[config.mk]
export PLATFORM = sky130hd
export DESIGN_NAME = stopwatch_controller
export DESIGN_NICKNAME = d
export VERILOG_FILES = /design/src/rtl/stopwatch_pkg.sv /design/src/rtl/button_debouncer.sv /design/src/rtl/stopwatch_controller.sv
export SDC_FILE = /design/constraint.sdc
export NUM_CORES = 1
export LEC_CHECK = 0
export CORE_MARGIN = 1
export CORE_UTILIZATION = 43
export DETAILED_ROUTE_END_ITERATION = 10
export GPL_TIMING_DRIVEN = 0
export HOLD_SLACK_MARGIN = 0.1
export PLACE_DENSITY_LB_ADDON = 0.1
export SETUP_SLACK_MARGIN = 0.2
export SYNTH_ARGS = -nofsm -noshare
export SYNTH_HDL_FRONTEND = slang
export SYNTH_SLANG_ARGS = --single-unit
[constraint.sdc]
create_clock -name CLK -period 3.23 [get_ports CLK]
set_input_delay 0.4845 -clock CLK [delete_from_list [all_inputs] [get_ports CLK]]
set_output_delay 0.4845 -clock CLK [all_outputs]
set_load 0.01 [all_outputs]
[src/rtl/stopwatch_pkg.sv]
// Shared definitions for the stopwatch controller: FSM encodings, BCD limits
// and default timing parameters.
package stopwatch_pkg;

  typedef enum logic [1:0] {
    ST_IDLE    = 2'd0,
    ST_RUNNING = 2'd1,
    ST_PAUSED  = 2'd2
  } state_t;

  localparam logic [3:0] BCD_MAX = 4'd9;

  localparam int DEFAULT_CLK_FREQ_HZ     = 100_000_000;
  localparam int DEFAULT_TICK_HZ         = 100;
  localparam int DEFAULT_DEBOUNCE_CYCLES = 1_000_000;

  // Out-of-range digits fold back to 0 so the display never shows a non-decimal value.
  function automatic logic [3:0] bcd_digit_inc(input logic [3:0] d);
    return (d >= BCD_MAX) ? 4'd0 : d + 4'd1;
  endfunction

endpackage

[src/rtl/button_debouncer.sv]
// Push-button conditioner: 2-FF synchronizer, stability counter and a one-cycle
// pulse on each accepted rising edge of the debounced level.
module button_debouncer #(
  parameter int DEBOUNCE_CYCLES = 1_000_000
) (
  input  logic CLK,
  input  logic RST_N,
  input  logic btn_in,
  output logic level,
  output logic rise_pulse
);

  localparam int CW = $clog2(DEBOUNCE_CYCLES + 1);
  localparam logic [CW-1:0] CNT_LAST = CW'(DEBOUNCE_CYCLES - 1);

  logic          r_sync1;
  logic          r_sync2;
  logic [CW-1:0] r_cnt;
  logic          r_level;
  logic          r_pulse;
  logic          w_differs;
  logic          w_accept;

  assign w_differs = (r_sync2 != r_level);
  // The pulse is registered alongside the new level so downstream logic sees it
  // on the same cycle the level changes.
  assign w_accept  = w_differs && (r_cnt == CNT_LAST);

  always_ff @(posedge CLK or negedge RST_N) begin
    if (!RST_N) begin
      r_sync1 <= 1'b0;
      r_sync2 <= 1'b0;
      r_cnt   <= '0;
      r_level <= 1'b0;
      r_pulse <= 1'b0;
    end else begin
      r_sync1 <= btn_in;
      r_sync2 <= r_sync1;
      if (!w_differs || w_accept) begin
        r_cnt <= '0;
      end else begin
        r_cnt <= r_cnt + CW'(1);
      end
      if (w_accept) begin
        r_level <= r_sync2;
      end
      r_pulse <= w_accept && r_sync2;
    end
  end

  assign level      = r_level;
  assign rise_pulse = r_pulse;

endmodule

[src/rtl/stopwatch_controller.sv]
// Stopwatch sequencer: button conditioning, IDLE/RUNNING/PAUSED FSM, centisecond
// prescaler, SS.cc BCD count with lap freeze and the display bus register.
module stopwatch_controller
  import stopwatch_pkg::*;
#(
  parameter int CLK_FREQ_HZ     = DEFAULT_CLK_FREQ_HZ,
  parameter int TICK_HZ         = DEFAULT_TICK_HZ,
  parameter int DEBOUNCE_CYCLES = DEFAULT_DEBOUNCE_CYCLES
) (
  input  logic        CLK,
  input  logic        RST_N,
  input  logic        btn_start_stop,
  input  logic        btn_reset,
  input  logic        btn_lap,
  output logic [15:0] numbers,
  output logic        running,
  output logic        lap_active,
  output logic        overflow
);

  localparam int DIV = CLK_FREQ_HZ / TICK_HZ;
  localparam int PW  = (DIV > 1) ? $clog2(DIV) : 1;
  localparam logic [PW-1:0] PRESC_LAST = PW'(DIV - 1);

  logic [2:0]    w_btn_raw;
  logic [2:0]    w_btn_pulse;
  logic [2:0]    w_btn_level_unused;
  logic          w_p_ss;
  logic          w_p_rst;
  logic          w_p_lap;

  state_t        r_state;
  state_t        w_state_next;
  logic [PW-1:0] r_presc;
  logic [15:0]   r_count;
  logic [15:0]   r_lap;
  logic [15:0]   r_numbers;
  logic          r_lap_active;
  logic          r_overflow;
  logic          r_running;

  logic          w_advance;
  logic          w_clear;
  logic          w_lap_toggle;
  logic          w_lap_clear;
  logic          w_tick;
  logic [4:0]    w_carry;
  logic [15:0]   w_count_inc;
  logic [15:0]   w_count_next;

  genvar gi;

  assign w_btn_raw = {btn_lap, btn_reset, btn_start_stop};

  // Only the rising-edge pulses drive the controller; the levels stay internal.
  for (gi = 0; gi < 3; gi++) begin : g_btn
    button_debouncer #(
      .DEBOUNCE_CYCLES(DEBOUNCE_CYCLES)
    ) u_deb (
      .CLK       (CLK),
      .RST_N     (RST_N),
      .btn_in    (w_btn_raw[gi]),
      .level     (w_btn_level_unused[gi]),
      .rise_pulse(w_btn_pulse[gi])
    );
  end

  assign w_p_ss  = w_btn_pulse[0];
  assign w_p_rst = w_btn_pulse[1];
  assign w_p_lap = w_btn_pulse[2];

  always_comb begin
    w_state_next = r_state;
    w_advance    = 1'b0;
    w_clear      = 1'b0;
    w_lap_toggle = 1'b0;
    w_lap_clear  = 1'b0;
    case (r_state)
      ST_IDLE: begin
        if (w_p_ss) w_state_next = ST_RUNNING;
      end
      ST_RUNNING: begin
        // The pausing edge freezes time completely, and swallows a coincident lap.
        if (w_p_ss) begin
          w_state_next = ST_PAUSED;
        end else begin
          w_advance    = 1'b1;
          w_lap_toggle = w_p_lap;
        end
      end
      ST_PAUSED: begin
        if (w_p_rst) begin
          w_state_next = ST_IDLE;
          w_clear      = 1'b1;
        end else if (w_p_ss) begin
          w_state_next = ST_RUNNING;
        end
        w_lap_clear = w_p_lap;
      end
      default: w_state_next = ST_IDLE;
    endcase
  end

  assign w_tick = w_advance && (r_presc == PRESC_LAST);

  assign w_carry[0] = w_tick;
  for (gi = 0; gi < 4; gi++) begin : g_bcd
    assign w_count_inc[gi*4 +: 4] = w_carry[gi] ? bcd_digit_inc(r_count[gi*4 +: 4])
                                                : r_count[gi*4 +: 4];
    assign w_carry[gi+1] = w_carry[gi] && (r_count[gi*4 +: 4] >= BCD_MAX);
  end

  assign w_count_next = w_clear ? 16'h0000 : w_count_inc;

  always_ff @(posedge CLK or negedge RST_N) begin
    if (!RST_N) begin
      r_state      <= ST_IDLE;
      r_running    <= 1'b0;
      r_presc      <= '0;
      r_count      <= 16'h0000;
      r_lap        <= 16'h0000;
      r_lap_active <= 1'b0;
      r_overflow   <= 1'b0;
      r_numbers    <= 16'h0000;
    end else begin
      r_state   <= w_state_next;
      r_running <= (w_state_next == ST_RUNNING);

      // Held while paused so a resume finishes the interrupted centisecond.
      if (r_state == ST_IDLE || w_clear) begin
        r_presc <= '0;
      end else if (w_advance) begin
        r_presc <= w_tick ? '0 : r_presc + PW'(1);
      end

      r_count <= w_count_next;

      if (w_clear) begin
        r_overflow <= 1'b0;
      end else if (w_carry[4]) begin
        r_overflow <= 1'b1;
      end

      if (w_clear || w_lap_clear) begin
        r_lap_active <= 1'b0;
      end else if (w_lap_toggle) begin
        r_lap_active <= !r_lap_active;
      end

      if (w_lap_toggle && !r_lap_active) begin
        r_lap <= w_count_next;
      end

      r_numbers <= r_lap_active ? r_lap : r_count;
    end
  end

  assign numbers    = r_numbers;
  assign running    = r_running;
  assign lap_active = r_lap_active;
  assign overflow   = r_overflow;

endmodule

Word-level counts from Yosys, hierarchy flattened
Index checks and enable logic that the tools add are counted.
Widths: inputs -> output; s select.
{"block": "word_totals", "regBits": 145, "inputBits": 5, "out_inout_bits": 19, "elab_cells": 101}
{"block": "op_classes", "add_sub_neg": 8, "order_cmp": 4, "n_eq_ne": 10, "mux": 31, "reduce_logical": 25}
{"operator": "$mux 20", "n": 6}
{"operator": "$add 20x1->20 const B", "n": 4}
{"operator": "$eq 20x20->1 const B", "n": 4}
{"operator": "$mux 16", "n": 2}
{"operator": "$mux 4", "n": 8}
{"operator": "$add 4x1->4 const B", "n": 4}
{"operator": "$ge 4x4->1 const B", "n": 4}
{"operator": "$logic_and 1x1->1", "n": 12}
{"operator": "$mux 1", "n": 11}
{"operator": "$mux 2", "n": 3}
{"operator": "$pmux 2 s3", "n": 1}
{"operator": "$reduce_bool 2->1", "n": 3}
{"operator": "$logic_or 1x1->1", "n": 5}
{"operator": "$eq 2x1->1 const B", "n": 2}
{"operator": "$logic_not 1->1", "n": 4}
{"operator": "$ne 1x1->1", "n": 3}
{"operator": "$eq 2x2->1 const B", "n": 1}
{"operator": "$logic_not 2->1", "n": 1}

Longest topological paths before layout
Gate-level depths: netlist of the first run.
{"block": "depth", "ltp_word": 9, "ltp_mapped": 8, "ltp_nobuf": 7}

Modules after synthesis
Synthesis of the first run repeated with hierarchy kept, for this count alone.
{"block": "unflattened", "hier_cells": 673, "hier_area_um2": 6921.6}
{"mod": "stopwatch_controller", "instances": 1, "cells_each": 346, "area_each_um2": 3535.9, "seq_area_each_um2": 1826.8}
{"mod": "button_debouncer", "instances": 3, "cells_each": 109, "area_each_um2": 1128.6, "seq_area_each_um2": 600.6}

Worst setup path before layout of the first run
OpenSTA, ideal clock, no wires.
{"block": "synth_timing", "path_kind": "reg-to-reg", "from": "register r_state[0]", "to": "register r_overflow (netlist: overflow)", "setup_ps": 65, "arrival_time_ps": 2602, "required_ps": 3165, "slack_ps": 563, "stages_incl_launch_ff": 9, "path_buffers": 3, "period_less_slack_ps": 2667, "cell_sequence": "dfrtp_1 buf_4 or3b_1 buf_6 or4_4 buf_6 or4_4 nor4_4 o22a_1"}
{"block": "synth_via", "elab_chain_cells": 8, "elab_cells_between_ends": 11, "classes_between": "eq/ne: 2; mux: 3; reduce/logical: 6"}
{"element": "start: declaration", "line": "stopwatch_controller.sv:32", "source": "state_t r_state;"}
{"element": "start signal: assignment", "line": "stopwatch_controller.sv:126", "source": "r_state <= w_state_next;"}
{"element": "$eq 2x1->1", "line": "stopwatch_controller.sv:78", "source": "case (r_state)"}
{"element": "$mux 1", "line": "stopwatch_controller.sv:78"}
{"element": "$logic_and 1x1->1", "line": "stopwatch_controller.sv:104", "source": "assign w_tick = w_advance && (r_presc == PRESC_LAST);"}
{"element": "$logic_and 1x1->1 (4 in series)", "line": "stopwatch_controller.sv:110", "source": "assign w_carry[gi+1] = w_carry[gi] && (r_count[gi*4 +: 4] >= BCD_MAX);"}
{"element": "$reduce_bool 2->1 (no source line)"}
{"element": "end signal: assignment", "line": "stopwatch_controller.sv:123", "source": "r_overflow <= 1'b0;"}
{"element": "end signal: assignment", "line": "stopwatch_controller.sv:139", "source": "r_overflow <= 1'b0;"}
{"element": "end signal: assignment", "line": "stopwatch_controller.sv:141", "source": "r_overflow <= 1'b1;"}
{"element": "end: declaration", "line": "stopwatch_controller.sv:39", "source": "logic r_overflow;"}
Several ways; a longest one is shown, not always the timed one.
A chain may end at the register's enable or synchronous reset.

Final worst setup path of the first run
{"block": "layout_timing", "from": "register r_presc[13]", "to": "register r_lap[9]"}
{"block": "layout_via", "elab_chain_cells": 6}
{"element": "start: declaration", "line": "stopwatch_controller.sv:34", "source": "logic [PW-1:0] r_presc;"}
{"element": "start signal: assignment", "line": "stopwatch_controller.sv:133", "source": "r_presc <= w_tick ? '0 : r_presc + PW'(1);"}
{"element": "$eq 20x20->1", "line": "stopwatch_controller.sv:104"}
{"element": "$logic_and 1x1->1", "line": "stopwatch_controller.sv:104"}
{"element": "$logic_and 1x1->1 (2 in series)", "line": "stopwatch_controller.sv:110"}
{"element": "$mux 4", "line": "stopwatch_controller.sv:108", "source": "assign w_count_inc[gi*4 +: 4] = w_carry[gi] ? bcd_digit_inc(r_count[gi*4 +: 4])"}
{"element": "$mux 16", "line": "stopwatch_controller.sv:113", "source": "assign w_count_next = w_clear ? 16'h0000 : w_count_inc;"}
{"element": "end signal: assignment", "line": "stopwatch_controller.sv:151", "source": "r_lap <= w_count_next;"}
{"element": "end: declaration", "line": "stopwatch_controller.sv:36", "source": "logic [15:0] r_lap;"}
Every way passes these cells.

==> flow_metrics.tcl, run 1 <==
set metrics [dict create \
    outcome "finished clean" \
    ff2ff_path_depth 6 \
    max-cap-violations 0 \
    synth.area.top_cells "dfrtp_1 53%, nor2_1 6.4%, xnor2_1 5.0%, xor2_1 4.4%, nand2_1 3.1%" \
    clk_path_buf_depth 2 \
    place.gp.congestion 0.826 \
    die-height_um 128 \
    synth_edf_count 0 \
    antenna_found_initial 0 \
    synth_top_area_frac 0.531 \
    post-route-min-period_ns 2.90 \
    clock_latency_ns 0.42 \
    drc_errors 0 \
    num-nets-final 741 \
    hold_start "g_btn[0].u_deb.r_sync1" \
    yosys_warnings 0 \
    multi_input_area_mm2 0.00302 \
    htreeDepth 4 \
    core_mm2 0.0154 \
    grt.total_usage 0.185 \
    vias 4854 \
    setup_tns_ns 0 \
    synthesis.area_mm2 0.00683 \
    routedWlPerCell_um 14.4 \
    root_buffer "clkbuf_16" \
    clock_skew_ns 0.0105 \
    fmax_ghz 0.345 \
    syn_nets 697 \
    hold_path_depth 0 \
    die_x_um 128 \
    worst_slew_pin_slew_ns 1.26 \
    arrival_ns 3.23 \
    rsz0062_at_grt "no" \
    clk_pin_slew_ns 0.06 \
    ys_seq_area_frac 0.531 \
    postRouteAntennaNets 0 \
    ir_worst_vdd_uv 392 \
    rows 45 \
    initialDrtViolationCount 259 \
    r2r-start "r_presc[13]" \
    grt_pass1_vias 4864 \
    final_max_slew_viol_count 0 \
    synthCells 676 \
    cts_setup_buffers 0 \
    cp.required_ns 3.57 \
    wl_um 13600 \
    ys.flop_type "dfrtp_1" \
    synth_most_common_cell "dfrtp_1" \
    syn_area_per_cell_um2 10.1 \
    post_drt_via_cell_ratio 5.15 \
    whs_endpoint "g_btn[0].u_deb.r_sync2" \
    area_growth_pct 15.9 \
    seq_area_mm2 0.00363 \
    grt_pass1_wl_um 23700 \
    startpoint_type "register" \
    synth_common_cells "145 x dfrtp_1, 117 x nor2_1, 56 x nand2_1, 39 x xnor2_1" \
    dp_hpwl_um 9280 \
    critPathLaunch "r_presc[13]" \
    crit_type "reg -> reg" \
    hp-class "reg -> reg" \
    timing.rr.end "r_lap[9]" \
    slew_headroom 0.152 \
    cts_num_sinks 145 \
    grt_max_degree 92 \
    critPathMaxFanout 8 \
    cts_tree "built" \
    ios 24 \
    regToRegSetupSlack_ns 0.33 \
    ys_types 46 \
    dieArea_mm2 0.0164 \
    fin_crit_sh 0.897 \
    setup-violations-final 0 \
    leakage_nw 3.38 \
    overflow 0 \
    start_util 0.444 \
    ys_seq_elements 145 \
    yosysTopAreaCell "dfrtp_1" \
    cts-buffers-inserted 17 \
    synthArstFlopShare 1.00 \
    hold_viol 0 \
    fill_cells 1362 \
    layout-drive-gt1-share 0.0752 \
    port_buffers 23 \
    fin_util 0.515 \
    diodes 0 \
    end_kind "register" \
    powerDensity_mw_per_mm2 475 \
    firstDrtPassIters 4 \
]
## worst max-delay path: stages, from the launching register on
cell and delay (ns):
dfrtp_1 0.44, or4_1 0.59, or4_4 0.50, buf_6 0.16, nor3_1 0.58, mux2_2 0.42, a21oi_1 0.13
## area by class of cell
type	instances	area share
inverters	24	0.0114
clock buffers	26	0.0631
clock inverters	4	0.00648
multi-input cells	488	0.382
repair buffers	25	0.0340
plain buffers	19	0.0114
flip-flops and latches	145	0.458
well taps	211	0.0334
## metrics by stage
step           power, W  hold WS (ns)  area (um^2)  instances  worst slack, ns
6_report        0.00376         0.350         7910        942            0.332
3_3_place_gp    0.00195         0.335         7320        910            -4.18
4_1_cts         0.00381         0.357         7910        942            0.280
2_1_floorplan   0.00190         0.189         6830        676            0.563
3_5_place_dp    0.00195         0.341         7350        911            0.315
5_1_grt         0.00389         0.360         7910        942            0.227
## sequential cells by signal, summed over array words and instances (netlist names)
name / cells
r_count: 16
g_btn.u_deb.rise_pulse: 3
r_state: 2
g_btn.u_deb.r_sync2: 3
g_btn.u_deb.r_sync1: 3
running: 1
numbers: 16
g_btn.u_deb.level: 3
lap_active: 1
r_lap: 16
overflow: 1
g_btn.u_deb.r_cnt: 60
r_presc: 20
## worst max-delay path by stage
stage,endpoint,cells past startpoint
2_1_floorplan,overflow,8
3_3_place_gp,g_btn[1].u_deb.r_cnt[9],1
3_5_place_dp,r_lap[5],6
4_1_cts,r_lap[5],5
5_1_grt,r_lap[9],8
6_report,r_lap[9],6
## logic make-up after synthesis
kind of cell | after synthesis | synth area share
compound gates | 61 | 0.0531
flops | 145 | 0.531
buf+inv | 43 | 0.0264
xor+xnor | 73 | 0.0936
mux | 17 | 0.0275
simple gates | 321 | 0.239
fa+ha+maj | 16 | 0.0293
## cell usage in the layout, fill, tap and decap left out, types with 4 or more instances in the layout
| cell | netlist | layout |
|---|---|---|
| o31ai_1 | 9 | 9 |
| and3_1 | 17 | 17 |
| xor2_1 | 34 | 34 |
| nand3b_1 | 5 | 5 |
| o21ai_0 | 25 | 25 |
| a21oi_1 | 15 | 15 |
| clkbuf_1 | 16 | 21 |
| inv_1 | 24 | 24 |
| nand3_1 | 34 | 34 |
| nand4_1 | 18 | 18 |
| dfrtp_1 | 145 | 145 |
| ha_1 | 16 | 16 |
| nor3b_1 | 6 | 6 |
| nor2_1 | 117 | 116 |
| nor4_1 | 13 | 13 |
| clkdlybuf4s50_1 | 0 | 22 |
| clkbuf_16 | 0 | 17 |
| a31oi_1 | 4 | 4 |
| nor3_1 | 13 | 13 |
| nand2_1 | 56 | 56 |
| xnor2_1 | 39 | 39 |
| clkbuf_8 | 0 | 4 |
| nor4b_1 | 4 | 4 |
| and4_1 | 9 | 9 |
| mux2_2 | 14 | 14 |
## report_power, final
group / switching [W] / leakage, nW / internal (W)
Clock: 0.000704 / 0.266 / 0.00113
Combinational: 0.0000553 / 1.11 / 0.0000210
Sequential: 0.0000126 / 2.01 / 0.00183
Total: 0.000772 / 3.38 / 0.00298
## routing by layer
metal,vias up,share of wire,track usage
li1,2409,-,-
met1,2376,0.49,0.252
met2,59,0.47,0.287
met3,10,0.027,0.0484
met4,0,0.010,0.0651
met5,-,0,0
## what timing repair did
| action | in CTS | in global routing |
|---|---|---|
| hold buffers | 1 | 0 |
| hold endpoints to repair | 54 | 0 |
| resized for setup | 0 | 1 |
| setup endpoints to repair | 0 | 2 |
(Power assumes the default switching activity.)
==> run 2: changes to the inputs <==
- clock period: 3.23 -> 3.3 ns (I/O delays scaled with it)
==> results of run 2 <==
Same layout as run 1 (identical final DEF). Status: finished clean.
Among the figures that moved: setup slack after placement 0.315 ns -> 0.385 ns; setup slack after layout 0.332 ns -> 0.402 ns; register-to-register setup slack 0.33 ns -> 0.40 ns; total power 0.00376 W -> 0.00368 W; worst IR drop on VDD 392 uV -> 383 uV
